<file path="src/rtl/seg_display_arbiter.sv">
// rtl/seg_display_arbiter.sv - round-robin owner arbitration for the shared 6-digit display bus
// Each owner keeps the display for at least HOLD_CYCLES; every handover passes through one blank cycle.
module seg_display_arbiter #(
  parameter int unsigned HOLD_CYCLES = 50_000_000,
  parameter int unsigned CNT_W       = 26,
  parameter logic [3:0]  BLANK_CODE  = 4'hF
) (
  input  logic        clk,
  input  logic        rst,
  input  logic [2:0]  req,
  input  logic [23:0] req_data0,
  input  logic [23:0] req_data1,
  input  logic [23:0] req_data2,
  output logic [2:0]  gnt,
  output logic [1:0]  owner_id,
  output logic        disp_valid,
  output logic [23:0] disp_data
);

  typedef enum logic [1:0] {
    ST_IDLE    = 2'd0,
    ST_GRANT   = 2'd1,
    ST_RELEASE = 2'd2
  } state_t;

  localparam logic [CNT_W-1:0] HOLD_LAST  = CNT_W'(HOLD_CYCLES - 1);
  localparam logic [23:0]      BLANK_WORD = {6{BLANK_CODE}};

  function automatic logic [23:0] f_pick_data(input logic [1:0] idx, input logic [23:0] d0,
                                               input logic [23:0] d1, input logic [23:0] d2);
    case (idx)
      2'd0:    return d0;
      2'd1:    return d1;
      default: return d2;
    endcase
  endfunction

  state_t           r_state;
  logic [2:0]       r_gnt;
  logic [1:0]       r_owner;
  logic [1:0]       r_last;
  logic             r_valid;
  logic [23:0]      r_data;
  logic [CNT_W-1:0] r_dwell;

  state_t           w_nxt_state;
  logic [2:0]       w_nxt_gnt;
  logic [1:0]       w_nxt_owner;
  logic [1:0]       w_nxt_last;
  logic             w_nxt_valid;
  logic [23:0]      w_nxt_data;
  logic [CNT_W-1:0] w_nxt_dwell;

  logic [1:0]       w_c1;
  logic [1:0]       w_c2;
  logic [1:0]       w_pick;
  logic             w_any_req;
  logic             w_own_req;
  logic             w_others;
  logic             w_done;

  // Search order starts just after the previous owner, so it falls to lowest priority.
  always_comb begin
    w_c1   = (r_last == 2'd2) ? 2'd0 : r_last + 2'd1;
    w_c2   = (w_c1 == 2'd2) ? 2'd0 : w_c1 + 2'd1;
    w_pick = r_last;
    if (req[w_c1])
      w_pick = w_c1;
    else if (req[w_c2])
      w_pick = w_c2;
  end

  assign w_any_req = |req;
  assign w_own_req = req[r_owner];
  assign w_others  = |(req & ~r_gnt);
  assign w_done    = (r_dwell == HOLD_LAST);

  always_comb begin
    w_nxt_state = r_state;
    w_nxt_gnt   = r_gnt;
    w_nxt_owner = r_owner;
    w_nxt_last  = r_last;
    w_nxt_valid = r_valid;
    w_nxt_data  = r_data;
    w_nxt_dwell = r_dwell;
    case (r_state)
      ST_IDLE, ST_RELEASE: begin
        if (w_any_req) begin
          w_nxt_state = ST_GRANT;
          w_nxt_gnt   = 3'b001 << w_pick;
          w_nxt_owner = w_pick;
          w_nxt_last  = w_pick;
          w_nxt_valid = 1'b1;
          w_nxt_data  = f_pick_data(w_pick, req_data0, req_data1, req_data2);
          w_nxt_dwell = '0;
        end else begin
          w_nxt_state = ST_IDLE;
          w_nxt_gnt   = 3'b000;
          w_nxt_valid = 1'b0;
          w_nxt_data  = BLANK_WORD;
          w_nxt_dwell = '0;
        end
      end
      ST_GRANT: begin
        // Once the dwell is served, any other waiting requester forces a handover.
        if (w_done && (!w_own_req || w_others)) begin
          w_nxt_state = ST_RELEASE;
          w_nxt_gnt   = 3'b000;
          w_nxt_valid = 1'b0;
          w_nxt_data  = BLANK_WORD;
        end else begin
          if (!w_done)
            w_nxt_dwell = r_dwell + CNT_W'(1);
          if (w_own_req)
            w_nxt_data = f_pick_data(r_owner, req_data0, req_data1, req_data2);
        end
      end
      default: begin
        w_nxt_state = ST_IDLE;
        w_nxt_gnt   = 3'b000;
        w_nxt_valid = 1'b0;
        w_nxt_data  = BLANK_WORD;
        w_nxt_dwell = '0;
      end
    endcase
  end

  always_ff @(posedge clk) begin
    if (rst) begin
      r_state <= ST_IDLE;
      r_gnt   <= 3'b000;
      r_owner <= 2'd2;
      r_last  <= 2'd2;
      r_valid <= 1'b0;
      r_data  <= BLANK_WORD;
      r_dwell <= '0;
    end else begin
      r_state <= w_nxt_state;
      r_gnt   <= w_nxt_gnt;
      r_owner <= w_nxt_owner;
      r_last  <= w_nxt_last;
      r_valid <= w_nxt_valid;
      r_data  <= w_nxt_data;
      r_dwell <= w_nxt_dwell;
    end
  end

  assign gnt        = r_gnt;
  assign owner_id   = r_owner;
  assign disp_valid = r_valid;
  assign disp_data  = r_data;

endmodule
</file>
<file path="config.mk">
export PLATFORM = sky130hd
export DESIGN_NAME = seg_display_arbiter
export DESIGN_NICKNAME = d
export VERILOG_FILES = /design/src/rtl/seg_display_arbiter.sv
export SDC_FILE = /design/constraint.sdc
export NUM_CORES = 1
export LEC_CHECK = 0
export BUFFER_PORTS_ARGS = -buffer_cell sky130_fd_sc_hd__buf_2
export CORE_MARGIN = 1.5
export CORE_UTILIZATION = 41
export CTS_BUF_LIST = sky130_fd_sc_hd__clkbuf_4 sky130_fd_sc_hd__clkbuf_8
export CTS_CLUSTER_DIAMETER = 80
export DETAILED_ROUTE_END_ITERATION = 8
export HOLD_SLACK_MARGIN = 0.02
export PLACE_DENSITY_LB_ADDON = 0.15
export REMOVE_ABC_BUFFERS = 1
export SLEW_MARGIN = 40
export SYNTH_ARGS = -nofsm -noshare
export SYNTH_HDL_FRONTEND = slang
export SYNTH_SLANG_ARGS = --single-unit
</file>
<file path="constraint.sdc">
create_clock -name clk -period 4.6 [get_ports clk]
set_clock_uncertainty 0.15 [all_clocks]
set_input_delay 1.38 -clock clk [delete_from_list [all_inputs] [get_ports clk]]
set_output_delay 1.38 -clock clk [all_outputs]
set_load 0.02 [all_outputs]
</file>
After elaboration in Yosys (flattened, before gate mapping):

Index checks and enable logic that the tools add are counted.

* flip-flop bits (word level): 58
* input port bits: 77
* output and inout port bits: 30
* logic and storage cells: 64

* $add $sub $neg: 3
* order comparisons: 3
* equal/unequal tests: 9
* shift-type cells: 1
* mux-type cells: 25
* bitwise gates (word level): 5
* reduce and logical (&&, ||, !) cells: 12

Operator list (count)
* 24-bit case mux with 2 select lines: 3
* 24-bit 2-to-1 mux: 3
* 26-bit by 1-bit adder with 26-bit output (second input constant): 1
* 26-bit == test (second input constant): 1
* 2-bit 2-to-1 mux: 5
* 2-bit by 3-bit less-than comparator with 1-bit output (second input constant): 3
* 1-bit binary-select mux with 2-bit select: 3
* 2-bit by 1-bit == test with 1-bit output (second input constant): 3
* 2-bit == test (second input constant): 3
* 2-bit zero test: 3
* 1-bit 2-to-1 mux: 6
* 3-bit 2-to-1 mux: 2
* 3-bit case mux with 2 select lines: 1
* 3-bit OR reduction: 2
* 2-bit by 1-bit adder with 2-bit output (second input constant): 2
* 2-bit case mux with 2 select lines: 1
* 2-bit AND reduction: 2
* 2-bit OR reduction: 2
* 3-bit AND: 1
* 3-bit != test (second input constant): 1
* 1-bit inverter: 3
* 3-bit inverter: 1
* 1-bit by 2-bit << shifter with 3-bit output (first input constant): 1
* 2-bit != test (second input constant): 1
* other kinds (4): 4

Depth between registers and ports, before layout:

Gate-level depths: netlist (run 1).

* word-level depth: 12
* depth in mapped cells: 8

Worst setup path after synthesis (run 1):

OpenSTA, ideal clock, no wires.

* kind: input to register
* start point: input req[0]
* end point: register r_data[5], in the netlist disp_data[5]
* arrival: 2575 ps
* data required time: 4319 ps
* path slack: 1744 ps
* cell stages on the path: 6
* buffers on the path: 1
* cells stage by stage: nor2_1 o32a_4 clkbuf_1 and3_1 a2111oi_0 o31ai_1

* word-level cells in the longest chain between the ends: 8

Ends and longest elaborated chain
* start: declaration: line 10 `input logic [2:0] req,`
* 1-bit binary-select mux with 2-bit select: line 69 `else if (req[w_c2])`
* 1-bit 2-to-1 mux (not written as such): line 69
* 2-bit 2-to-1 mux: line 69
* 2-bit 2-to-1 mux: line 67 `if (req[w_c1])`
* 2-bit by 1-bit == test with 1-bit output / 2-bit zero test (equally long branches): line 31 `case (idx)`
* 24-bit case mux with 2 select lines: line 31
* 24-bit 2-to-1 mux: line 88 `if (w_any_req) begin`
* 24-bit case mux with 2 select lines: line 86 `case (r_state)`
* end signal: assignment: line 143 `r_data <= w_nxt_data;`
* end: declaration: line 43 `logic [23:0] r_data;`

Parallel ways exist; a longest one is shown, timed or not. The select of a mux whose other input is x is not followed.
A chain may end at the register's enable or synchronous reset.

==> results.sh, run 1 <==
export IMPL_postLayoutCoreUtil=0.5124
export IMPL_wl_per_cell_microns=16.57
export IMPL_path_cells="buf_4 -> buf_2"
export IMPL_slew_viol_final=0
export IMPL_n_antenna_cell=0
export IMPL_ys_seq_area_frac=0.3072
export IMPL_finalSetupViolCount=0
export IMPL_slew_limit_headroom=0.5676
export IMPL_root_buffer="clkbuf_8"
export IMPL_grt_use_met1=0.2743
export IMPL_arrival_ps=1490
export IMPL_cts_tree="done"
export IMPL_power_switching_share=0.3362
export IMPL_nFillCells=866
export IMPL_grt_pass1_vias=3805
export IMPL_antenna_found_initial=0
export IMPL_grt_use_total=0.2293
export IMPL_row_count=34
export IMPL_place_congestion=0.7901
export IMPL_clkPwrFrac=0.309
export IMPL_yosysWarnings=0
export IMPL_vias=3899
export IMPL_netlist_instances=474
export IMPL_rsz0062_at_grt="false"
export IMPL_fin_setup_tns_ps=0
export IMPL_switchingPower_uw=463.3
export IMPL_synth_edf_count=0
export IMPL_status="complete, no violations"
export IMPL_end_kind="primary output"
export IMPL_worst_slew_pin_slew_ps=648.6
export IMPL_pin_count=107
export IMPL_p_per_area_nw_per_um2=305.4
export IMPL_die_area_sq_um=9804
export IMPL_clockBufferDepth=2
export IMPL_ctsResizeCount=0
export IMPL_drt_pass1_iterations=4
export IMPL_synth_avg_cell_area_sq_um=7.974
export IMPL_min_period_ps=3015
export IMPL_cp_max_fo=50
export IMPL_timing_final_ws_setup_ps=1585
export IMPL_grt_start_max_net_pins=51
export IMPL_r2r_slack_ps=1820
export IMPL_grt_busiest_layer="met2"
export IMPL_hold_path_class="reg2reg"
export IMPL_die_w_microns=99.02
export IMPL_die_y_microns=99.02
export IMPL_grt_first_pass_wirelength_microns=18190
export IMPL_clkLatencyLatePin_ps=330
export IMPL_cellLeakagePower_uw=0.001866
export IMPL_seqPwrFrac=0.413
export IMPL_power_uw=1378
export IMPL_vias_per_cell=5.837
export IMPL_cts_buffers=9
export IMPL_nets=634
export IMPL_path_clk_slew_ps=70
export IMPL_crit_path_max_incr_delay_ps=470
export IMPL_p_int_uw=914.8
export IMPL_antenna_left=0
export IMPL_hpwl_microns=7170
export IMPL_drt_drc_violations_left=0
export IMPL_area_delta_synth_final_pct=19.36
export IMPL_coreArea_sq_um=8806
export IMPL_critPathSlowestCell="buf_4"
export IMPL_peakVddDrop_uv=141.8
export IMPL_ys_seq_elements=58
export IMPL_critPathKind="reg2out"
export IMPL_ys_types=49
export IMPL_synth_area_sq_um=3780
export IMPL_wirelength_microns=11070
export IMPL_post_cts_buffers=0
export IMPL_cts_htree_levels=3
export IMPL_cts_sinks=58
export IMPL_grt_overflow=0
export IMPL_drt_iter0_markers=196
export IMPL_drive_gt1_frac=0.2661
export IMPL_async_flop_share=0
export IMPL_groute_layer_met2_usage=0.4064
export IMPL_hold_buffers=0
export IMPL_crit_required_ps=3070
export IMPL_io_buffer_count=106
export IMPL_startpoint_type="register"
export IMPL_post_place_ws_ps=1467
export IMPL_initial_utilization=0.4292
export IMPL_clock_fmax_mhz=331.6
export IMPL_cap_viol_max_count=0
export IMPL_met3_usage=0.04965
export IMPL_combPwrFrac=0.278
export IMPL_finalHoldViolations=0
export IMPL_ys_flop_type="dfxtp_1"
export IMPL_fin_crit_sh=0.6555
-- critical path: cells and delay by family, from the launching register on --
kind                   cells  cell delay (ps)
buffers and inverters      2              730
DFF                        1              410
-- layout by cell type (no fill, tap or decap), drive strengths merged, types with 6 or more instances in the layout --
cell type  instances
buf              114
or3                7
nand2             36
o211ai            25
nand4              6
dfxtp             58
inv                7
nor2              53
o31ai             24
a21oi             39
clkbuf            12
and3              48
a2111oi           26
mux2i             25
nand3              6
xnor2             20
-- power by group through the flow --
| stage | logic [uW] | registers [uW] | clock network [uW] |
|---|---|---|---|
| final | 383 | 569 | 425 |
| after global routing | 422 | 574 | 462 |
| after CTS | 382 | 569 | 437 |
| after detailed placement | 382 | 579 | 0 |
| after global placement | 376 | 579 | 0 |
| after floorplan | 177 | 632 | 0 |
-- flip-flops by register name, summed over array words and instances (netlist names) --
register,flops
gnt,3
r_dwell,26
r_state,2
r_last,2
disp_valid,1
disp_data,24
-- synth_stat cells, types with 2 or more instances --
cell type	number	area, sq um
a2111oi_0	26	227.7
a211oi_1	5	37.54
a21oi_1	39	195.2
and3_1	48	300.3
and4_1	2	17.52
buf_1	3	11.26
buf_2	6	30.03
buf_4	3	22.52
buf_6	3	33.78
clkbuf_1	28	105.1
dfxtp_1	58	1161
inv_1	7	26.28
mux2i_1	25	250.2
nand2_1	36	135.1
nand2b_1	3	18.77
nand3_1	6	30.03
nand3b_1	5	37.54
nand4_1	5	31.28
nor2_1	53	198.9
nor2b_1	4	25.02
nor3_1	3	15.01
nor4_2	2	25.02
o211ai_1	25	187.7
o21ai_0	4	20.02
o31ai_1	24	180.2
or2_2	2	12.51
or3_1	7	43.79
or4_1	2	15.01
xnor2_1	20	175.2
-- logic make-up (layout without fill, tap and decap cells) --
| logic type | after synthesis | count (layout) | synth area share |
|---|---|---|---|
| compound gates | 132 | 132 | 0.2499 |
| buf+inv | 50 | 136 | 0.06058 |
| mux | 25 | 25 | 0.06620 |
| flops | 58 | 58 | 0.3072 |
| xor+xnor | 21 | 21 | 0.04866 |
| simple gates | 187 | 187 | 0.2642 |
| fa+ha+maj | 1 | 1 | 0.003310 |
-- final cells by class --
type	instances	area [sq um]	area share
clock buffers	12	158.9	0.03522
multi-input cells	366	2422	0.5369
repair buffers	114	590.6	0.1309
inverters	7	26.28	0.005824
well taps	108	135.1	0.02995
clock inverters	3	15.01	0.003328
flip-flops and latches	58	1164	0.2579
-- through the flow --
stage               hold slack [ps]  cell area, sq um  std cells
floorplan                     315.1              3577        431
global placement              293.0              4324        653
detailed placement            305.2              4329        653
CTS                           320.6              4503        668
global route                  343.4              4512        668
finish                        318.9              4512        668
-- metal layers --
metal	vias up	wire, microns
met4	0	117
met2	113	5427
met3	11	690
met5	-	0
li1	1932	-
met1	1843	4830
-- final timing paths --
kind,from,to,cells after the start
worst max-delay path,r_last[1],owner_id[1],2
worst min-delay path,disp_data[15],disp_data[15],2
worst min register to register,disp_data[15],disp_data[15],2
worst max register to register,r_dwell[10],disp_data[16],5
No activity file was read; power rests on OpenSTA's default activity.
==> run 2, diff against run 1 <==
==> constraint.sdc (replaced) <==
create_clock -name clk -period 2.79 [get_ports clk]
set_clock_uncertainty 0.15 [all_clocks]
set_input_delay 0.837 -clock clk [delete_from_list [all_inputs] [get_ports clk]]
set_output_delay 0.837 -clock clk [all_outputs]
set_load 0.02 [all_outputs]
==> run 2 against run 1 <==
- sequential power grew 65%
- total power up 74%
- final area grew 2.4%
- count of clock-buffer cells in the layout is 1 higher
- clock power is 92% higher
- sequential share of layout area down 0.61 points
- worst hold slack got worse by 7.5 ps
- die area did not move
- register-to-register slack got worse by 1200 ps
- critical path depth stayed put
- via count is 0.18% higher
- utilization grew 1.3 points
==> results.sh, run 2 (synthesis gave the netlist of run 1 again) <==
export IMPL_status="complete, no violations"
export IMPL_die_y_microns=99.02
export IMPL_finalHoldViolations=0
export IMPL_reg2regPathDepth=5
export IMPL_r2r_slack_ps=580
export IMPL_io_buffer_count=106
export IMPL_cts_tree="done"
export IMPL_grt_first_pass_wirelength_microns=18400
export IMPL_critPathKind="reg2out"
export IMPL_cp_startpoint="r_last[0]"
export IMPL_initial_utilization=0.4292
export IMPL_largest_reg_flops=26
export IMPL_clock_fmax_mhz=404.3
export IMPL_rsz0062_at_grt="false"
export IMPL_grt_pass1_vias=3870
export IMPL_cts_sinks=58
export IMPL_hold_ws_ps=311.3
export IMPL_drt_pass1_iterations=5
export IMPL_antenna_found_initial=1
export IMPL_antenna_left=0
export IMPL_place_congestion=0.7744
export IMPL_clockBufferDepth=2
export IMPL_cap_viol_max_count=0
export IMPL_nets=641
export IMPL_coreArea_sq_um=8806
export IMPL_min_period_ps=2473
export IMPL_die_w_microns=99.02
export IMPL_hold_buffers=0
export IMPL_drt_iter0_markers=221
export IMPL_peakVddDrop_uv=197.1
export IMPL_fin_crit_sh=0.8864
export IMPL_area_delta_synth_final_pct=22.28
export IMPL_end_kind="primary output"
export IMPL_worst_slew_pin_slew_ps=562.1
export IMPL_slew_limit_headroom=0.6156
export IMPL_grt_start_max_net_pins=52
export IMPL_final_area_sq_um=4622
export IMPL_cellLeakagePower_uw=0.001914
export IMPL_final_cell_mix="106 x buf_2, 56 x dfxtp_1, 53 x nor2_1"
export IMPL_ctsResizeCount=0
export IMPL_path_cells="buf_4 -> buf_2"
export IMPL_n_antenna_cell=0
export IMPL_largest_register="r_dwell"
export IMPL_power_uw=2397
export IMPL_mostFrequentLayoutCell="buf_2"
export IMPL_grt_use_total=0.2320
export IMPL_rr_startpoint="r_dwell[0]"
export IMPL_crit_path_max_incr_delay_ps=450
export IMPL_finalSetupViolCount=0
export IMPL_row_count=34
export IMPL_post_cts_buffers=0
export IMPL_critPathSlowestCell="dfxtp_2"
export IMPL_hpwl_microns=7245
export IMPL_path_clk_slew_ps=70
export IMPL_arrival_ps=1490
export IMPL_post_dp_cell_area_sq_um=4414
export IMPL_slew_viol_final=0
export IMPL_cts_buffers=9
export IMPL_grt_overflow=0
export IMPL_postLayoutCoreUtil=0.5249
export IMPL_crit_required_ps=1800
export IMPL_reg2reg_to="r_dwell[20]"
export IMPL_vias_per_cell=5.787
export IMPL_cp_max_fo=24
export IMPL_die_area_sq_um=9804
export IMPL_clkLatencyLatePin_ps=330
export IMPL_p_per_area_nw_per_um2=518.7
export IMPL_startpoint_type="register"
export IMPL_cts_htree_levels=3
export IMPL_hold_path_class="reg2reg"
export IMPL_fin_setup_tns_ps=0
export IMPL_vias=3906
export IMPL_endpoint="owner_id[0]"
export IMPL_wirelength_microns=11020
export IMPL_root_buffer="clkbuf_8"
export IMPL_wl_per_cell_microns=16.32
export IMPL_drive_gt1_frac=0.2698
export IMPL_pin_count=107
export IMPL_drt_drc_violations_left=0
==> run 2: changes by cell type in the layout (fill, tap and decap cells not counted), sizes merged <==
cell    change
buf         +7
clkinv      -2
bufinv      +1
clkbuf      +1
==> run 2: where the power goes <==
part | leakage, uW | internal (uW) | switching [uW]
Sequential | 0.000476 | 892 | 46.3
Combinational | 0.00133 | 255 | 387
Clock | 0.000109 | 490 | 327
==> run 2: worst min path at each step <==
stage,startpoint,end,slack (ps),depth (start not counted)
finish,disp_data[4],disp_data[4],310,2
global route,disp_data[17],disp_data[17],350,2
CTS,disp_data[20],disp_data[20],320,2
detailed placement,disp_data[20],disp_data[20],300,2
global placement,disp_data[4],disp_data[4],290,2
floorplan,r_dwell[1],r_dwell[1],320,2
==> run 2: per-layer routing <==
| layer | global-route usage | up-vias | part of all wire |
|---|---|---|---|
| li1 | - | 1948 | - |
| met1 | 0.2871 | 1831 | 0.44 |
| met2 | 0.3936 | 112 | 0.49 |
| met3 | 0.05461 | 13 | 0.062 |
| met4 | 0.08242 | 2 | 0.013 |
| met5 | 0 | - | 0.0011 |
==> run 2: area by class of cell <==
class                   instances  area, sq um
clock buffers                  13        172.7
clock inverters                 2        35.03
fillers                       851         4184
inverters                       7        26.28
multi-input cells             366         2409
flip-flops and latches         58         1164
well taps                     108        135.1
repair buffers                121        680.7
==> run 2: through the flow <==
| stage | setup slack, ps | cells |
|---|---|---|
| finish | 316.8 | 675 |
| global route | 260.7 | 675 |
| floorplan | -1247 | 431 |
| detailed placement | 217.2 | 660 |
| global placement | 227.3 | 660 |
| CTS | 300.2 | 675 |
==> run 2: worst max-delay path, delay by kind of cell, from the launching register on <==
| kind | cells | cell delay [ps] |
|---|---|---|
| buffers and inverters | 2 | 680 |
| flip-flops | 1 | 450 |
==> run 3, diff against run 2 <==
==> constraint.sdc (replaced) <==
create_clock -name clk -period 2.79 [get_ports clk]
set_clock_uncertainty 0.15 [all_clocks]
set_input_delay 0.558 -clock clk [delete_from_list [all_inputs] [get_ports clk]]
set_output_delay 0.558 -clock clk [all_outputs]
set_load 0.02 [all_outputs]
==> run 3 against run 2 <==
- sequential share of layout area fell by 0.082 points
- final area rose by 0.32%
- die area unchanged
- sequential cell count did not move
- critical path depth did not move
- global-route usage fell by 0.71 points
- wire length shrank 1.8%
- utilization rose by 0.17 points
==> results.sh, run 3 (synthesis gave the netlist of run 1 again) <==
export IMPL_hpwl_microns=7240
export IMPL_status="complete, no violations"
export IMPL_wirelength_microns=10820
export IMPL_finalSetupViolCount=0
export IMPL_path_clk_slew_ps=60
export IMPL_fin_crit_sh=0.7972
export IMPL_antenna_found_initial=1
export IMPL_postLayoutCoreUtil=0.5266
export IMPL_ctsResizeCount=0
export IMPL_die_y_microns=99.02
export IMPL_drt_iter0_markers=253
export IMPL_clkLatencyLatePin_ps=340
export IMPL_p_per_area_nw_per_um2=544.9
export IMPL_die_w_microns=99.02
export IMPL_worst_slew_pin_slew_ps=635.9
export IMPL_cp_max_fo=46
export IMPL_post_cts_buffers=0
export IMPL_peakVddDrop_uv=368.9
export IMPL_clock_fmax_mhz=449.6
export IMPL_area_delta_synth_final_pct=22.67
export IMPL_drt_drc_violations_left=0
export IMPL_grt_first_pass_wirelength_microns=17820
export IMPL_grt_pass1_vias=3756
export IMPL_critPathKind="reg2out"
export IMPL_finalHoldViolations=0
export IMPL_crit_required_ps=2080
export IMPL_hold_depth=2
export IMPL_largest_reg_flops=26
export IMPL_cts_htree_levels=3
export IMPL_reg2reg_to="r_dwell[20]"
export IMPL_slew_viol_final=0
export IMPL_clockBufferDepth=2
export IMPL_cts_sinks=58
export IMPL_grt_overflow=0
export IMPL_final_cell_mix="106 x buf_2, 56 x dfxtp_1, 53 x nor2_1"
export IMPL_r2r_slack_ps=570
export IMPL_cts_buffers=9
export IMPL_grt_start_max_net_pins=47
export IMPL_vias=3863
export IMPL_largest_register="r_dwell"
export IMPL_nets=639
export IMPL_mostFrequentLayoutCell="buf_2"
export IMPL_end_kind="primary output"
export IMPL_io_buffer_count=106
export IMPL_startpoint_type="register"
export IMPL_drt_pass1_iterations=4
export IMPL_pin_count=107
export IMPL_slew_limit_headroom=0.5761
export IMPL_reg2regPathDepth=5
export IMPL_row_count=34
export IMPL_cts_tree="done"
export IMPL_arrival_ps=1520
export IMPL_grt_use_total=0.2248
export IMPL_initial_utilization=0.4292
export IMPL_antenna_left=0
export IMPL_hold_path_class="reg2reg"
export IMPL_hold_buffers=0
export IMPL_rsz0062_at_grt="false"
export IMPL_die_area_sq_um=9804
export IMPL_rr_startpoint="r_dwell[0]"
export IMPL_n_antenna_cell=0
export IMPL_vias_per_cell=5.731
export IMPL_final_cells=674
export IMPL_drive_gt1_frac=0.2703
export IMPL_hold_end="disp_data[22]"
export IMPL_place_congestion=0.7911
export IMPL_hp_start="disp_data[22]"
export IMPL_coreArea_sq_um=8806
export IMPL_wl_per_cell_microns=16.05
export IMPL_cap_viol_max_count=0
export IMPL_root_buffer="clkbuf_8"
export IMPL_dp_cells=658
export IMPL_cellLeakagePower_uw=0.001912
export IMPL_min_period_ps=2224
export IMPL_fin_setup_tns_ps=0
-- run 3: cell types whose count changed in the layout (fill, tap and decap cells not counted), sizes merged --
| cell | change |
|---|---|
| buf | -2 |
| bufinv | +2 |
| clkbuf | -2 |
| clkinvlp | +1 |
-- run 3: routing by layer --
layer  part of all wire  global-route usage  vias to the layer above  wire [microns]
li1                   -                   -                     1945               -
met1               0.44              0.2674                     1771            4721
met2               0.47              0.3836                      132            5136
met3              0.077             0.07518                       13             837
met4             0.0099             0.06923                        2             107
met5             0.0011                   0                        -              12
-- run 3: worst max-delay path by stage --
stage                    start      endpoint  cells after the start
floorplan            r_last[0]  disp_data[0]                      4
global placement        req[1]  disp_data[6]                      5
detailed placement      req[0]  disp_data[6]                      6
CTS                 r_dwell[0]   r_dwell[20]                      5
global route        r_dwell[0]   r_dwell[20]                      5
finish               r_last[1]   owner_id[1]                      2
-- run 3: worst max-delay path: stages, from the launching register on --
cell and delay [ps]:
dfxtp_2 470, buf_4 440, buf_2 250
-- run 3: through the flow --
stage               setup WS [ps]  total power (uW)  cell area [sq um]  hold WS (ps)
global placement            305.6              1574               4379         293.9
detailed placement          439.6              1593               4395         302.6
finish                      565.7              2527               4637         313.1
global route                418.2              2650               4637         331.8
CTS                         552.5              2548               4637         317.5
floorplan                   -1247              1333               3577         315.1
-- run 3: power breakdown --
part | internal (uW) | switching [uW]
Sequential | 892 | 43.1
Clock | 612 | 338
Combinational | 252 | 390
Total | 1760 | 771
-- run 3: area by class of cell --
| type | count | area [sq um] |
|---|---|---|
| fillers | 871 | 4169 |
| multi-input cells | 366 | 2410 |
| flip-flops and latches | 58 | 1164 |
| repair buffers | 119 | 660.6 |
| clock buffers | 11 | 138.9 |
| well taps | 108 | 135.1 |
| clock inverters | 5 | 102.6 |
| inverters | 7 | 26.28 |
